`src/rtl/spi_alu_pkg.sv`:
```
// Shared definitions for the SPI arithmetic slave: opcode values, the frame
// FSM state encoding and the depth of the input synchronisers.
package spi_alu_pkg;

    // Opcode field values (low two bits of the opcode field).
    localparam logic [1:0] OP_MULU = 2'b00;
    localparam logic [1:0] OP_MULS = 2'b01;
    localparam logic [1:0] OP_ADD  = 2'b10;
    localparam logic [1:0] OP_SUB  = 2'b11;

    // Frame FSM states.
    typedef enum logic [2:0] {
        IDLE,
        RECV,
        CALC,
        SEND,
        FIN
    } state_t;

    // Flops in each SCLK/CS/MOSI synchroniser; SCLK and CS carry one extra
    // flop behind these for edge detection.
    localparam int unsigned SYNC_DEPTH = 2;

endpackage

```
`src/rtl/seq_mul.sv`:
```
// Unsigned shift-add multiplier.
// Adds the shifted multiplicand into the accumulator once per cycle, for
// WIDTH cycles after start is accepted, then pulses done for one cycle with the
// product held on product.
//   clk     : clock, rising edge
//   rst     : synchronous active-high reset
//   start   : load a/b and begin a multiply
//   abort   : stop immediately and clear all state
//   a, b    : WIDTH-bit unsigned operands
//   busy    : multiply in progress
//   done    : one-cycle pulse, product valid
//   product : 2*WIDTH-bit result
module seq_mul #(
    parameter int unsigned WIDTH = 4
) (
    input  logic                 clk,
    input  logic                 rst,
    input  logic                 start,
    input  logic                 abort,
    input  logic [WIDTH-1:0]     a,
    input  logic [WIDTH-1:0]     b,
    output logic                 busy,
    output logic                 done,
    output logic [2*WIDTH-1:0]   product
);

    localparam int unsigned CW = $clog2(WIDTH + 1);
    localparam logic [CW-1:0] CNT_INIT = CW'(WIDTH);
    localparam logic [CW-1:0] CNT_ONE  = CW'(1);

    logic [2*WIDTH-1:0] acc_q;
    logic [2*WIDTH-1:0] mcand_q;
    logic [WIDTH-1:0]   mplier_q;
    logic [CW-1:0]      cnt_q;
    logic               busy_q;
    logic               done_q;

    // Sum carried at 2N+1 bits; the carry can never be set for an N x N product.
    logic [2*WIDTH:0]   acc_sum;
    logic               unused_carry;

    assign acc_sum      = {1'b0, acc_q} + {1'b0, mcand_q};
    assign unused_carry = acc_sum[2*WIDTH];

    always_ff @(posedge clk) begin
        if (rst || abort) begin
            acc_q    <= '0;
            mcand_q  <= '0;
            mplier_q <= '0;
            cnt_q    <= '0;
            busy_q   <= 1'b0;
            done_q   <= 1'b0;
        end else if (start) begin
            acc_q    <= '0;
            mcand_q  <= {{WIDTH{1'b0}}, a};
            mplier_q <= b;
            cnt_q    <= CNT_INIT;
            busy_q   <= 1'b1;
            done_q   <= 1'b0;
        end else if (busy_q) begin
            if (mplier_q[0]) begin
                acc_q <= acc_sum[2*WIDTH-1:0];
            end
            mcand_q  <= {mcand_q[2*WIDTH-2:0], 1'b0};
            mplier_q <= {1'b0, mplier_q[WIDTH-1:1]};
            cnt_q    <= cnt_q - CNT_ONE;
            if (cnt_q == CNT_ONE) begin
                busy_q <= 1'b0;
                done_q <= 1'b1;
            end
        end else begin
            done_q <= 1'b0;
        end
    end

    assign busy    = busy_q;
    assign done    = done_q;
    assign product = acc_q;

endmodule

```
`src/rtl/spi_alu_slave.sv`:
```
// SPI slave arithmetic unit.
// A frame is: opcode (OPW bits), A (WIDTH bits), B (WIDTH bits) on MOSI, MSB
// first, sampled on SCLK rise; then the 2*WIDTH-bit result on MISO, MSB first,
// driven on SCLK fall. Opcodes: unsigned multiply, signed multiply, add, subtract.
// SCLK, CS and MOSI are oversampled in the CLK domain.
//   CLK  : system clock, rising edge
//   RST  : synchronous active-high reset
//   SCLK : SPI clock (asynchronous)
//   CS   : chip select, active-high (asynchronous); a fall aborts any frame
//   MOSI : serial data in
//   MISO : serial result out, 0 outside the result phase
//   BUSY : frame in progress (CS rise until last result bit sampled)
//   DONE : one-CLK pulse after the last result bit has been sampled
module spi_alu_slave
    import spi_alu_pkg::*;
#(
    parameter int unsigned WIDTH = 4,
    parameter int unsigned OPW   = 2
) (
    input  logic CLK,
    input  logic RST,
    input  logic SCLK,
    input  logic CS,
    input  logic MOSI,
    output logic MISO,
    output logic BUSY,
    output logic DONE
);

    localparam int unsigned RES_W   = 2 * WIDTH;
    localparam int unsigned FRAME_W = OPW + RES_W;
    localparam int unsigned CNT_W   = $clog2(FRAME_W + 1);
    localparam logic [CNT_W-1:0] CNT_ONE   = CNT_W'(1);
    localparam logic [CNT_W-1:0] RECV_LAST = CNT_W'(FRAME_W - 1);
    localparam logic [CNT_W-1:0] SEND_LAST = CNT_W'(RES_W - 1);

    // ---------------- synchronisers and edge detection ----------------
    logic [SYNC_DEPTH:0]   sclk_sh;
    logic [SYNC_DEPTH:0]   cs_sh;
    logic [SYNC_DEPTH-1:0] mosi_sh;

    // CS chain resets high so a CS still asserted across RST cannot look like
    // a fresh rise; the slave only restarts after CS genuinely falls and rises.
    always_ff @(posedge CLK) begin
        if (RST) begin
            sclk_sh <= '0;
            cs_sh   <= '1;
            mosi_sh <= '0;
        end else begin
            sclk_sh <= {sclk_sh[SYNC_DEPTH-1:0], SCLK};
            cs_sh   <= {cs_sh[SYNC_DEPTH-1:0], CS};
            mosi_sh <= {mosi_sh[SYNC_DEPTH-2:0], MOSI};
        end
    end

    logic sclk_rise, sclk_fall, cs_rise, cs_fall, mosi_bit;
    assign sclk_rise = sclk_sh[SYNC_DEPTH-1] & ~sclk_sh[SYNC_DEPTH];
    assign sclk_fall = ~sclk_sh[SYNC_DEPTH-1] & sclk_sh[SYNC_DEPTH];
    assign cs_rise   = cs_sh[SYNC_DEPTH-1] & ~cs_sh[SYNC_DEPTH];
    assign cs_fall   = ~cs_sh[SYNC_DEPTH-1] & cs_sh[SYNC_DEPTH];
    assign mosi_bit  = mosi_sh[SYNC_DEPTH-1];

    // ---------------- state ----------------
    state_t              state_q, state_d;
    logic [FRAME_W-1:0]  shreg_q, shreg_d;
    logic [CNT_W-1:0]    cnt_q, cnt_d;
    logic [RES_W-1:0]    out_q, out_d;
    logic                miso_q, miso_d;
    logic                done_q, done_d;

    // ---------------- operand decode and arithmetic ----------------
    logic [OPW-1:0]   op_field;
    logic [1:0]       op;
    logic [WIDTH-1:0] op_a, op_b, mul_a, mul_b;
    logic             neg_a, neg_b, negate;

    assign op_field = shreg_q[FRAME_W-1 -: OPW];
    assign op       = op_field[1:0];
    assign op_a     = shreg_q[RES_W-1 -: WIDTH];
    assign op_b     = shreg_q[WIDTH-1:0];

    // Signed multiply runs on magnitudes; -2^(N-1) maps to 2^(N-1), which is
    // still representable as an N-bit unsigned operand.
    assign neg_a  = (op == OP_MULS) & op_a[WIDTH-1];
    assign neg_b  = (op == OP_MULS) & op_b[WIDTH-1];
    assign negate = neg_a ^ neg_b;
    assign mul_a  = neg_a ? -op_a : op_a;
    assign mul_b  = neg_b ? -op_b : op_b;

    logic               mul_start, mul_abort, mul_busy, mul_done;
    logic [RES_W-1:0]   mul_prod;

    seq_mul #(
        .WIDTH (WIDTH)
    ) u_seq_mul (
        .clk     (CLK),
        .rst     (RST),
        .start   (mul_start),
        .abort   (mul_abort),
        .a       (mul_a),
        .b       (mul_b),
        .busy    (mul_busy),
        .done    (mul_done),
        .product (mul_prod)
    );

    logic [RES_W:0] mul_ext, add_sum, sub_diff;
    logic [2:0]     unused_msbs;

    assign mul_ext  = negate ? -{1'b0, mul_prod} : {1'b0, mul_prod};
    assign add_sum  = {{(WIDTH+1){1'b0}}, op_a} + {{(WIDTH+1){1'b0}}, op_b};
    assign sub_diff = {{(WIDTH+1){op_a[WIDTH-1]}}, op_a}
                    - {{(WIDTH+1){op_b[WIDTH-1]}}, op_b};
    assign unused_msbs = {mul_ext[RES_W], add_sum[RES_W], sub_diff[RES_W]};

    // ---------------- next state / outputs ----------------
    logic in_frame;
    assign in_frame = (state_q == RECV) || (state_q == CALC) || (state_q == SEND);

    always_comb begin
        state_d   = state_q;
        shreg_d   = shreg_q;
        cnt_d     = cnt_q;
        out_d     = out_q;
        miso_d    = miso_q;
        done_d    = 1'b0;
        mul_start = 1'b0;
        mul_abort = 1'b0;

        if (in_frame && cs_fall) begin
            // Abort: CS wins over any SCLK edge seen in the same cycle.
            state_d   = IDLE;
            shreg_d   = '0;
            cnt_d     = '0;
            out_d     = '0;
            miso_d    = 1'b0;
            mul_abort = (state_q == CALC);
        end else begin
            unique case (state_q)
                IDLE: begin
                    if (cs_rise) begin
                        cnt_d   = '0;
                        shreg_d = '0;
                        state_d = RECV;
                    end
                end
                RECV: begin
                    if (sclk_rise) begin
                        shreg_d = {shreg_q[FRAME_W-2:0], mosi_bit};
                        cnt_d   = cnt_q + CNT_ONE;
                        if (cnt_q == RECV_LAST) begin
                            cnt_d   = '0;
                            state_d = CALC;
                        end
                    end
                end
                CALC: begin
                    if (mul_done) begin
                        out_d   = mul_ext[RES_W-1:0];
                        miso_d  = 1'b0;
                        state_d = SEND;
                    end else if (!mul_busy) begin
                        // Load cycle: add/sub finish here, multiplies are started.
                        unique case (op)
                            OP_ADD: begin
                                out_d   = add_sum[RES_W-1:0];
                                state_d = SEND;
                            end
                            OP_SUB: begin
                                out_d   = sub_diff[RES_W-1:0];
                                state_d = SEND;
                            end
                            default: mul_start = 1'b1;
                        endcase
                    end
                end
                SEND: begin
                    if (sclk_fall) begin
                        miso_d = out_q[RES_W-1];
                        out_d  = {out_q[RES_W-2:0], 1'b0};
                    end else if (sclk_rise) begin
                        cnt_d = cnt_q + CNT_ONE;
                        if (cnt_q == SEND_LAST) begin
                            cnt_d   = '0;
                            miso_d  = 1'b0;
                            done_d  = 1'b1;
                            state_d = FIN;
                        end
                    end
                end
                FIN: begin
                    if (cs_fall) begin
                        state_d = IDLE;
                    end
                end
                default: state_d = IDLE;
            endcase
        end
    end

    always_ff @(posedge CLK) begin
        if (RST) begin
            state_q <= IDLE;
            shreg_q <= '0;
            cnt_q   <= '0;
            out_q   <= '0;
            miso_q  <= 1'b0;
            done_q  <= 1'b0;
        end else begin
            state_q <= state_d;
            shreg_q <= shreg_d;
            cnt_q   <= cnt_d;
            out_q   <= out_d;
            miso_q  <= miso_d;
            done_q  <= done_d;
        end
    end

    assign MISO = miso_q;
    assign BUSY = in_frame;
    assign DONE = done_q;

endmodule
```
`config.mk`:
```
export PLATFORM = sky130hd
export DESIGN_NAME = spi_alu_slave
export DESIGN_NICKNAME = d
export VERILOG_FILES = /design/src/rtl/spi_alu_pkg.sv /design/src/rtl/seq_mul.sv /design/src/rtl/spi_alu_slave.sv
export SDC_FILE = /design/constraint.sdc
export NUM_CORES = 1
export LEC_CHECK = 0
export CAP_MARGIN = 20
export CORE_UTILIZATION = 40
export DETAILED_ROUTE_END_ITERATION = 8
export GPL_TIMING_DRIVEN = 1
export PLACE_DENSITY = 0.58
export SLEW_MARGIN = 20
export SYNTH_ARGS = -nofsm -noshare
export SYNTH_HDL_FRONTEND = slang
export SYNTH_SLANG_ARGS = --single-unit
```
`constraint.sdc`:
```
create_clock -name CLK -period 2.1 [get_ports CLK]
set_clock_uncertainty 0.2 [all_clocks]
set_input_delay 0.63 -clock CLK [delete_from_list [all_inputs] [get_ports CLK]]
set_output_delay 0.63 -clock CLK [all_outputs]
set_load 0.05 [all_outputs]
```
### After elaboration in Yosys (flattened, before gate mapping)

Index checks and enable logic that the tools add are counted.

| operators by class | value |
|---|---|
| add/subtract/negate cells | 8 |
| eq/ne operators | 24 |
| mux-type cells | 50 |
| bitwise logic cells | 14 |
| reductions and logical operators | 20 |

Operators with widths:

| kind | number |
|---|---|
| 4-bit 2-to-1 mux | 12 |
| 3-bit 2-to-1 mux | 12 |
| 8-bit 2-to-1 mux | 4 |
| 8-bit case mux with 2 select lines | 2 |
| 10-bit 2-to-1 mux | 2 |
| 10-bit case mux with 2 select lines | 1 |
| 3-bit case mux with 5 select lines | 1 |
| 1-bit 2-to-1 mux | 14 |
| 2-bit inequality test, second input constant | 6 |
| 4-bit case mux with 3 select lines | 1 |
| 9-bit AND reduction | 1 |
| 8-bit adder | 1 |
| 4-bit negation | 2 |
| 8-bit negation | 1 |
| 4-bit AND reduction | 2 |
| 1-bit NOT | 7 |
| 1-bit AND | 6 |
| 3-bit by 1-bit == test with 1-bit output, second input constant | 2 |
| 3-bit by 2-bit == test with 1-bit output, second input constant | 2 |
| 2-bit by 1-bit inequality test with 1-bit output, second input constant | 3 |
| 3-bit by 2-bit inequality test with 1-bit output, second input constant | 2 |
| 3-bit inequality test, second input constant | 2 |
| 2-bit nonzero test | 3 |
| 2-bit OR reduction | 3 |
| 21 further kinds | 24 |

| storage, ports and cells | value |
|---|---|
| register bits after elaboration | 60 |
| input port bits | 5 |
| output and inout port bits | 3 |
| word-level logic and storage cells | 133 |

### Depth between registers and ports, before layout

| logic depth | value |
|---|---|
| depth after elaboration | 8 |
| mapped depth | 9 |
| gate-level depth less buffers | 9 |

### Hierarchy

Synthesis repeated with hierarchy kept, for this count alone.

| unflattened totals | value |
|---|---|
| cells, all modules | 427 |
| area, all modules | 3533.4 sq um |

By module, submodules not included:

| module | instances | cells an instance | area an instance (sq um) | sequential area each (sq um) |
|---|---|---|---|---|
| spi_alu_slave | 1 | 275 | 2237.1 | 700.7 |
| seq_mul | 1 | 152 | 1296.2 | 500.5 |

### Worst setup path after synthesis

Ideal clock, no wire load.

| timing path | value |
|---|---|
| kind | register to register |
| from | register state_q[0] |
| to | register out_q[2] |
| setup time | 0.116 ns |
| arrival time | 1.977 ns |
| data required time | 1.784 ns |
| path slack | -0.193 ns |
| stages on the path, launching flop included | 7 |
| buffers on the path | 2 |
| period minus slack after synthesis | 2.293 ns |
| path through | dfxtp_1 buf_2 nor2_4 nor2_1 a21oi_1 buf_2 a31o_2 |

| on the way | value |
|---|---|
| word-level cells in the longest chain between the ends | 5 |
| elaborated cells on any way between the ends | 13 |
| classes of those cells | eq/ne (6); mux (1); reduce/logical (6) |

RTL lines:

| what | RTL line | text |
|---|---|---|
| from (decl) | spi_alu_slave.sv:64 | `state_t state_q, state_d;` |
| from (signal assigned) | spi_alu_slave.sv:210 | `state_q <= state_d;` |
| 3-bit by 1-bit == test with 1-bit output / 3-bit by 2-bit == test with 1-bit output (equally long branches) | spi_alu_slave.sv:118 | `assign in_frame = (state_q == RECV) \|\| (state_q == CALC) \|\| (state_q == SEND);` |
| 1-bit logical OR | spi_alu_slave.sv:118 |  |
| 1-bit logical OR * | spi_alu_slave.sv:118 |  |
| net BUSY | spi_alu_slave.sv:26 | `output logic BUSY,` |
| 1-bit logical AND * | spi_alu_slave.sv:130 | `if (in_frame && cs_fall) begin` |
| 2-bit OR reduction (no source line) * | -- |  |
| to (signal assigned) | spi_alu_slave.sv:213 | `out_q <= out_d;` |
| to (decl) | spi_alu_slave.sv:67 | `logic [RES_W-1:0] out_q, out_d;` |

Mark *: on every way through the listed nets, which the timed path passes. The rest lies on a longest branch.
A chain may end at the register's enable or synchronous reset.

### Final worst setup path

| timing path | value |
|---|---|
| from | register u_seq_mul.mcand_q[0] |
| to | register u_seq_mul.acc_q[6] (netlist: u_seq_mul.product[6]) |

| on the way | value |
|---|---|
| word-level cells in the longest chain between the ends | 1 |

RTL lines:

| what | RTL line | text |
|---|---|---|
| from (decl) | seq_mul.sv:32 | `logic [2*WIDTH-1:0] mcand_q;` |
| from (signal assigned) | seq_mul.sv:55 | `mcand_q <= {{WIDTH{1'b0}}, a};` |
| from (signal assigned) | seq_mul.sv:64 | `mcand_q <= {mcand_q[2*WIDTH-2:0], 1'b0};` |
| 8-bit adder | seq_mul.sv:42 | `assign acc_sum = {1'b0, acc_q} + {1'b0, mcand_q};` |
| to (signal assigned) | seq_mul.sv:62 | `acc_q <= acc_sum[2*WIDTH-1:0];` |
| to (decl) | seq_mul.sv:31 | `logic [2*WIDTH-1:0] acc_q;` |

Every way passes these cells.

==> metrics <==
Worst setup SP type flop; Final Wtd Congestion 0.8782; post-synth top area share 0.3241; Post-Synthesis Cells 438; status finished, final reports clean; Detail Placement HPWL 6480 um; cts bufs inserted 9; Overflow after GRT 0; cells on worst reg2reg path 7; mapped cell area 3706 um2; DP Area 4170 um2; worst hold slack 0.2109 ns; placed cells 576; antenna cell count 0; RSZ-0062 raised after global routing true; num ports 8; Worst Path Arrival between 2 and 2.5 ns; syn avg cell area 8.461 um2; Starting Density 0.4188; first-pass GRT wire length around 15000 um; Hold Path End cs_sh[1]$_SDFF_PP1_; core footprint roughly 9000 um2; Slew HR 0.5812; Rows 34; Via density 5.383; number of synthesized flops with an enable pin 0; root buf cell clkbuf_8; Final Setup Violations 0; CTS tree built; Area Growth Syn to Fin 21.47%; Clock Latency Late Sink 0.34 ns; PortBufs 7; nets@finish 514; number of antenna violations at the first check in global routing 0; Iter 0 DRT Violations 115; Detailed Routing Iterations Pass 1 4; worst r2r src u_seq_mul.mcand_q[0]$_SDFFE_PP0P_; Residual DRC 0; Crit Path Max Fanout 2; kind of critical path reg2reg; Req. time, crit path 2.18 ns; die area 9654 um2; vias in the first global route 3048; post-layout min period around 2.1 ns; Final period util 0.9972; height of the chip 98.26 um; Die X 98.26 um; largest area contributor in the netlist dfxtp_1; RR Endpoint u_seq_mul.product[6]$_SDFFE_PP0P_; DRT Wirelength around 8700 um; post-synthesis sequential area ratio 0.3241; Hold Crit Class reg2reg; Compound-Gate Fraction of Synth Area 0.2117; Power Density 570.0 nW/um2; leading post-synthesis cells by cell area dfxtp_1 (32%), ha_1 (8.1%), a21oi_1 (4.7%); WL per Instance roughly 15 um; Final ANT Viol Nets 0; final hold vios 0; share of post-route cells with drive strength above 1 0.2341; Max Cap Viol 0; H-tree levels 3; XOR/XNOR Fraction of Synth Area 0.03511; commonest non-fill, non-tap cells in the layout dfxtp_1 (54), buf_4 (49), nand2_1 (39); Max Fclk 477.5 MHz; post-synthesis simple-gate area fraction 0.2309; CTS sink cnt 60; post-synthesis mux area share 0.04591; setup_tns 0 ns; R2R Setup Slk 0.006 ns; fin area about 4500 um2; number of synthesized register bits 60; Non-Filler Instances 595; share of flip-flops with an asynchronous set or reset 0; gr usage total 0.1916; max-slew violations 0; Hold Crit Depth 1; largest net degree at the start of global routing 20; Worst-path clk slew 0.07 ns; Synth Net Count 470; Synth Flop Type dfxtp_1; synth warn 0; VDD IR-drop max between 200 and 300 uV; worst hold start cs_sh[0]$_SDFF_PP1_; Longest Clk Path Bufs 2; Tot Pwr 2.566 mW; adder-cell area share of the yosys netlist 0.09723; Synth cell types 64; commonest non-fill, non-tap cell in the layout dfxtp_1; largest family of logic cells by synthesized area simple AND/OR/NAND/NOR gates; leakage power total between 1.5 and 2 nW; worst-margin pin slew 0.6248 ns; CP Capture Type flop; DR vias 3203
[final cells by class]
class	count	area, um2
clock buffers	12	155.1
clock inverters	4	23.77
fillers	837	4347
inverters	23	86.33
multi-input cells	332	2434
flip-flops and latches	60	1209
well taps	108	135.1
repair buffers	56	459.2
[layer usage]
| layer | track usage | vias to the layer above | part of all wire |
|---|---|---|---|
| met4 | 0.08611 | 0 | 0.019 |
| met3 | 0.02362 | 12 | 0.020 |
| met2 | 0.2839 | 35 | 0.44 |
| met5 | 0 | - | 0 |
| met1 | 0.2777 | 1497 | 0.52 |
| li1 | - | 1659 | - |
[synthesized netlist by cell type (3+ instances only)]
library cell,instances
a211oi_1,12
buf_2,10
xnor2_1,10
a21o_1,8
o21ai_0,14
a31oi_1,9
nor3_1,12
xor2_1,3
clkbuf_1,10
ha_1,24
nand3_1,23
nand2_1,39
o31ai_1,4
dfxtp_1,60
mux2i_1,17
nand2b_1,11
a21oi_1,35
inv_1,23
a211o_1,5
nand3b_1,5
nor3b_1,3
or2_2,3
fa_1,3
nor2b_1,9
nor2_1,33
a211oi_2,3
and2_1,3
[power breakdown]
| part | internal (mW) | switching, mW |
|---|---|---|
| sequential | 1.16 | 0.0300 |
| clock | 0.489 | 0.471 |
| combinational | 0.172 | 0.240 |
[through the flow]
stage / worst slack, ns / utilization
2_1_floorplan: 0.01094 / -
3_3_place_gp: -0.06334 / 0.4713
3_5_place_dp: -0.06147 / 0.4713
4_1_cts: -0.0001332 / 0.4973
5_1_grt: -0.05167 / 0.5088
6_report: 0.005831 / 0.5088
[kinds of logic (layout without fill, tap and decap cells)]
kind of cell / count (synthesis) / in the layout
AND/OR/NAND/NOR: 161 / 161
AO/OA/AOI/OAI: 113 / 113
flip-flops: 60 / 60
buffers and inverters: 46 / 95
adder cells (fa/ha/maj): 27 / 27
multiplexers: 17 / 17
XOR/XNOR: 14 / 14
[repair_timing]
| item | CTS | global route |
|---|---|---|
| hold buffers | 0 | 0 |
| pin swaps | 4 | 11 |
| buffers inserted | 1 | 2 |
| endpoints found under the hold margin | 0 | 0 |
| resized for setup | 10 | 20 |
| endpoints found under the setup margin | 6 | 10 |
[worst max-delay path, stage by stage (launching register included)]
cell	delay, ns
dfxtp_2	0.34
ha_4	0.17
fa_2	0.38
a21o_1	0.19
a31o_4	0.24
a2111oi_4	0.30
a41oi_2	0.06
a21oi_1	0.15
[how the worst max path moves through the flow]
stage	endpoint	slack, ns	from	cells after the start
6_report	u_seq_mul.product[6]$_SDFFE_PP0P_	0.006	u_seq_mul.mcand_q[0]$_SDFFE_PP0P_	7
5_1_grt	u_seq_mul.product[6]$_SDFFE_PP0P_	-0.05	u_seq_mul.mcand_q[0]$_SDFFE_PP0P_	7
4_1_cts	out_q[2]$_SDFFE_PP0P_	-0.0001	shreg_q[4]$_SDFFE_PP0P_	8
3_5_place_dp	out_q[7]$_SDFFE_PP0P_	-0.06	shreg_q[4]$_SDFFE_PP0P_	9
3_3_place_gp	u_seq_mul.product[6]$_SDFFE_PP0P_	-0.06	u_seq_mul.mcand_q[0]$_SDFFE_PP0P_	7
2_1_floorplan	u_seq_mul.product[6]$_SDFFE_PP0P_	0.01	u_seq_mul.product[0]$_SDFFE_PP0P_	7
[sequential cells by signal (all words and copies together) (netlist names)]
signal / count
u_seq_mul.busy: 1
DONE: 1
cnt_q: 4
MISO: 1
out_q: 8
mosi_sh: 2
u_seq_mul.mcand_q: 8
cs_sh: 3
u_seq_mul.done: 1
u_seq_mul.mplier_q: 4
u_seq_mul.cnt_q: 3
sclk_sh: 3
shreg_q: 10
state_q: 3
u_seq_mul.product: 8
No activity file was read; power rests on OpenSTA's default activity.
